File: src/rtl/div_unit.sv
// div_unit: multi-cycle radix-2 restoring divider for DIV/DIVU.
// result = {remainder, quotient}; the remainder takes the sign of the dividend.
//
// state  | meaning
// -------+------------------------------------------------------------
// FREE   | idle, waiting for start; outputs held at zero
// BYZERO | divisor was zero; next edge presents a zero result
// ON     | one restoring step per edge until the counter reaches WIDTH
// END    | result presented and held until start is dropped
module div_unit #(
    parameter int WIDTH = 32
) (
    input  logic                 clk,
    input  logic                 rst,
    input  logic                 signed_div_i,
    input  logic [WIDTH-1:0]     opdata1_i,
    input  logic [WIDTH-1:0]     opdata2_i,
    input  logic                 start_i,
    input  logic                 annul_i,
    output logic [2*WIDTH-1:0]   result_o,
    output logic                 ready_o
);

    localparam int CW = $clog2(WIDTH) + 1;

    typedef enum logic [1:0] {
        FREE   = 2'd0,
        BYZERO = 2'd1,
        ON     = 2'd2,
        END    = 2'd3
    } state_t;

    state_t             state, state_n;
    logic [2*WIDTH:0]   work, work_n;
    logic [CW-1:0]      cnt, cnt_n;
    logic [WIDTH-1:0]   divisor, divisor_n;
    logic               neg_rem, neg_rem_n;
    logic               neg_quo, neg_quo_n;
    logic [2*WIDTH-1:0] result_n;
    logic               ready_n;

    logic [WIDTH-1:0]   a_abs, b_abs;
    logic [2*WIDTH:0]   shifted;
    logic [WIDTH:0]     trial;
    logic [WIDTH-1:0]   quo_abs, rem_abs, quo_fix, rem_fix;

    // State, datapath and registered outputs.
    always_ff @(posedge clk or negedge rst) begin
        if (!rst) begin
            state    <= FREE;
            work     <= '0;
            cnt      <= '0;
            divisor  <= '0;
            neg_rem  <= 1'b0;
            neg_quo  <= 1'b0;
            result_o <= '0;
            ready_o  <= 1'b0;
        end else begin
            state    <= state_n;
            work     <= work_n;
            cnt      <= cnt_n;
            divisor  <= divisor_n;
            neg_rem  <= neg_rem_n;
            neg_quo  <= neg_quo_n;
            result_o <= result_n;
            ready_o  <= ready_n;
        end
    end

    // Next-state, restoring step and sign fix-up of the final result.
    always_comb begin
        state_n   = state;
        work_n    = work;
        cnt_n     = cnt;
        divisor_n = divisor;
        neg_rem_n = neg_rem;
        neg_quo_n = neg_quo;
        result_n  = result_o;
        ready_n   = ready_o;

        // Magnitudes only matter in signed mode; DIVU takes operands as-is.
        a_abs = (signed_div_i && opdata1_i[WIDTH-1]) ? (~opdata1_i + WIDTH'(1)) : opdata1_i;
        b_abs = (signed_div_i && opdata2_i[WIDTH-1]) ? (~opdata2_i + WIDTH'(1)) : opdata2_i;

        shifted = {work[2*WIDTH-1:0], 1'b0};
        trial   = shifted[2*WIDTH:WIDTH] - {1'b0, divisor};

        quo_abs = work[WIDTH-1:0];
        rem_abs = work[2*WIDTH-1:WIDTH];
        quo_fix = neg_quo ? (~quo_abs + WIDTH'(1)) : quo_abs;
        rem_fix = neg_rem ? (~rem_abs + WIDTH'(1)) : rem_abs;

        unique case (state)
            FREE: begin
                result_n = '0;
                ready_n  = 1'b0;
                cnt_n    = '0;
                if (start_i && !annul_i) begin
                    if (opdata2_i == '0) begin
                        state_n = BYZERO;
                    end else begin
                        state_n   = ON;
                        work_n    = {{(WIDTH+1){1'b0}}, a_abs};
                        divisor_n = b_abs;
                        neg_rem_n = signed_div_i & opdata1_i[WIDTH-1];
                        neg_quo_n = signed_div_i & (opdata1_i[WIDTH-1] ^ opdata2_i[WIDTH-1]);
                    end
                end
            end
            BYZERO: begin
                result_n = '0;
                if (annul_i) begin
                    state_n = FREE;
                    ready_n = 1'b0;
                end else begin
                    state_n = END;
                    ready_n = 1'b1;
                end
            end
            ON: begin
                if (annul_i) begin
                    state_n  = FREE;
                    cnt_n    = '0;
                    ready_n  = 1'b0;
                    result_n = '0;
                end else if (cnt == CW'(WIDTH)) begin
                    state_n  = END;
                    result_n = {rem_fix, quo_fix};
                    ready_n  = 1'b1;
                end else begin
                    // A borrow out of the trial subtraction means the divisor did not fit.
                    work_n = trial[WIDTH] ? shifted : {trial, shifted[WIDTH-1:1], 1'b1};
                    cnt_n  = cnt + CW'(1);
                end
            end
            END: begin
                if (!start_i) begin
                    state_n  = FREE;
                    ready_n  = 1'b0;
                    result_n = '0;
                end
            end
            default: begin
                state_n  = FREE;
                ready_n  = 1'b0;
                result_n = '0;
            end
        endcase
    end

endmodule

File: config.mk
export PLATFORM = sky130hd
export DESIGN_NAME = div_unit
export DESIGN_NICKNAME = d
export VERILOG_FILES = /design/src/rtl/div_unit.sv
export SDC_FILE = /design/constraint.sdc
export NUM_CORES = 1
export LEC_CHECK = 0
export ABC_AREA = 1
export CORE_MARGIN = 2
export CORE_UTILIZATION = 29
export DETAILED_ROUTE_END_ITERATION = 16
export PLACE_DENSITY = 0.45
export SLEW_MARGIN = 20
export SYNTH_ARGS = -nofsm -noshare
export SYNTH_HDL_FRONTEND = slang
export SYNTH_SLANG_ARGS = --single-unit
File: constraint.sdc
create_clock -name clk -period 2.2 [get_ports clk]
set_clock_uncertainty 0.2 [all_clocks]
set_input_delay 0.55 -clock clk [delete_from_list [all_inputs] [get_ports clk]]
set_output_delay 0.55 -clock clk [all_outputs]
set_load 0.05 [all_outputs]
==> flow_summary.json <==
{
  "synthCells": 2091,
  "gp_congestion": 0.931,
  "synth_top_area_share_pct": 32.0,
  "r2r-end": "work[46]",
  "synth_nets": 2203,
  "ir_drop_mv": 0.653,
  "crit_path_end_kind": "flop",
  "crit_fanout": 7,
  "clock_latency_ns": 0.46,
  "status": "complete, but fails checks",
  "clkSinkCount": 171,
  "ys.flop_type": "dfrtp_1",
  "final_hold_viol_count": 0,
  "num_vias": 14900,
  "crit_end": "work[46]",
  "fin_area_sq_um": 20300,
  "async_flop_share_pct": 100,
  "antenna_found_initial": 0,
  "criticalPathCategory": "flop to flop",
  "drive_gt1_share_pct": 29.0,
  "die_w_um": 219,
  "die_h_um": 219,
  "synth_cell_types": 52,
  "clk_pin_slew_ns": 0.07,
  "cp-start-kind": "flop",
  "grt_pass1_vias": 14100,
  "drv_cap": 0,
  "yosysWarningCount": 0,
  "setup_ws_ns": -0.420,
  "wl_per_cell_um": 15.7,
  "p_leak_uw": 0.0109,
  "yosysSeqAreaShare_pct": 32.0,
  "p_total_uw": 23400,
  "clockBufferDepth": 2,
  "synth_enable_flop_cells": 0,
  "io_buffers": 133,
  "layout_min_cycle_time_ns": 2.62,
  "grt_pass1_wl_um": 79200,
  "fin_crit_sh_pct": 119,
  "ys_top_cells_by_count": "nand2_1, inv_1, nand3_1, dfrtp_1, nor2_1",
  "core_sq_um": 45500,
  "worstMarginPinSlew_ns": 0.591,
  "final_antenna_net_count": 0,
  "multi_input_area_sq_um": 8470,
  "synth_area_sq_um": 13400,
  "reg2reg_from": "divisor[0]",
  "critPathLaunch": "divisor[0]",
  "holdWs_ns": 0.286,
  "htreeDepth": 4,
  "routed_via_density": 4.59,
  "routed_wl_um": 51100,
  "cp.required_ns": 2.36,
  "die_area_sq_um": 47900,
  "cts_tree": "yes",
  "setup_violations": 34,
  "initial_utilization_pct": 29.4,
  "r2r_setup_slack_ns": -0.42,
  "placementRows": 78,
  "gr-total-overflow": 0,
  "register_area_sq_um": 4290,
  "io_pins": 134,
  "clock-root-buffer": "clkbuf_16",
  "grt_max_degree": 52,
  "yosys.cell_count.top_type": "nand2_1",
  "max_freq_mhz": 382,
  "placed_area_sq_um": 18200,
  "maxSlewViolCount": 0,
  "ys_top_cells_by_area": "dfrtp_1, nand2_1, inv_1",
  "syn2layout_area_growth_pct": 51.7,
  "violations": "setup timing",
  "hold_path.class": "flop to flop",
  "drc": 0,
  "power_density_nw_per_um2": 1150,
  "dp_hpwl_um": 40300,
  "grt_usage_pct": 21.4,
  "diodes": 0,
  "firstDrtPassIters": 5,
  "rsz0062_at_grt": "yes",
  "avgSynthCellArea_sq_um": 6.40,
  "ys_ff_latch": 171,
  "dr.first_iter.drc_count": 890,
  "slew_headroom_pct": 60.6,
  "cp.arrival_ns": 2.78,
  "yosysTopAreaCell": "dfrtp_1",
  "fill_cells": 4808,
  "nets": 2757,
  "reg2reg_depth": 16,
  "cts_buffers": 17
}
cell type report:
class | count | area share (%)
clock buffers | 18 | 2.16
clock inverters | 13 | 0.925
inverters | 300 | 5.55
multi-input cells | 1564 | 41.7
flip-flops and latches | 171 | 21.1
well taps | 600 | 3.70
repair buffers | 591 | 24.8
power breakdown:
part	internal, uW	total, uW	switching (uW)	leakage (uW)
registers	4120	4980	864	0.00225
clock network	1930	3350	1420	0.000304
logic	6440	15100	8630	0.00839
total	12500	23400	10900	0.0109
how the worst min path moves through the flow:
stage,start,endpoint,slack (ns),depth (start not counted)
6_report,result_o[60],result_o[60],0.29,2
3_5_place_dp,result_o[60],result_o[60],0.27,2
5_1_grt,result_o[60],result_o[60],0.31,2
4_1_cts,result_o[60],result_o[60],0.29,2
2_1_floorplan,rst,cnt[0],0.05,0
3_3_place_gp,result_o[46],result_o[46],0.27,2
state kept, by name (all words and copies together), names as in the netlist:
register  cells
cnt           6
divisor      32
neg_quo       1
neg_rem       1
ready_o       1
result_o     64
state         2
work         64
timing repair:
item | in CTS | in global routing
pin swaps | 27 | 65
endpoints found under the hold margin | 35 | 0
gates cloned | 7 | 4
gates resized for setup | 117 | 140
buffers inserted | 34 | 20
setup endpoints to repair | 73 | 108
hold buffers | 1 | 0
placed cells by master (no fill, tap or decap), types with 5 or more instances in the layout:
cell type,netlist,routed
nor2_1,170,146
inv_1,294,270
o21ai_1,15,33
dfrtp_1,171,166
nand3_2,5,51
nand2_4,3,11
o21bai_1,6,6
dlymetal6s2s_1,0,5
or2_2,6,6
nor3_1,32,28
ha_4,0,7
buf_12,1,19
clkdlybuf4s50_1,0,31
inv_2,5,29
nor4_1,7,7
a22o_1,6,6
nand4_1,24,24
xnor2_1,19,19
a21oi_1,65,62
xor2_1,51,49
dlygate4sd2_1,0,31
buf_4,7,484
nand2_2,17,36
buf_6,3,11
dfrtp_2,0,5
o211ai_1,15,15
nor2_4,2,15
o21ai_0,154,134
nand3_4,1,12
nor2_2,9,20
nand3_1,183,126
clkbuf_16,0,19
nand2_1,698,671
ha_1,42,33
stage by stage:
step           util, %  TNS (ns)  setup slack [ns]  std cells
2_1_floorplan        -     -3.02            -0.129       2091
3_3_place_gp      40.1    -55.66            -0.578       3163
3_5_place_dp      40.1    -57.27            -0.616       3163
4_1_cts           43.1    -12.10            -0.424       3236
5_1_grt           44.6    -15.36            -0.496       3257
6_report          44.6    -11.97            -0.420       3257
worst max-delay path, stage by stage, from the launching register on:
cell,delay (ns)
dfrtp_2,0.46
ha_4,0.19
fa_2,0.38
inv_2,0.07
nand2_1,0.04
nand2_1,0.08
nand3_2,0.09
nand2_4,0.11
nand2_4,0.06
nand2_4,0.10
nand2_4,0.09
nand3_4,0.12
buf_6,0.14
clkbuf_16,0.18
nand3_4,0.09
nand3_2,0.08
nand2_1,0.04
metal layers:
| metal | vias to the layer above | global-route usage (%) | share of wire, % |
|---|---|---|---|
| met2 | 269 | 30.9 | 42 |
| li1 | 7752 | - | - |
| met1 | 6883 | 33.5 | 53 |
| met5 | - | 0 | 0 |
| met3 | 45 | 2.07 | 3.5 |
| met4 | 0 | 5.56 | 1.8 |
kinds of logic (layout without fill, tap and decap cells):
family / Yosys count / count (layout) / synth area share [%]
adders and majority gates: 43 / 43 / 4.08
buffers and inverters: 358 / 922 / 10.8
AOI/OAI and AO/OA: 277 / 277 / 11.3
and+or+nand+nor: 1172 / 1174 / 37.3
xor gates and xnor gates: 70 / 70 / 4.58
DFF: 171 / 171 / 32.0
(Power assumes the default switching activity.)
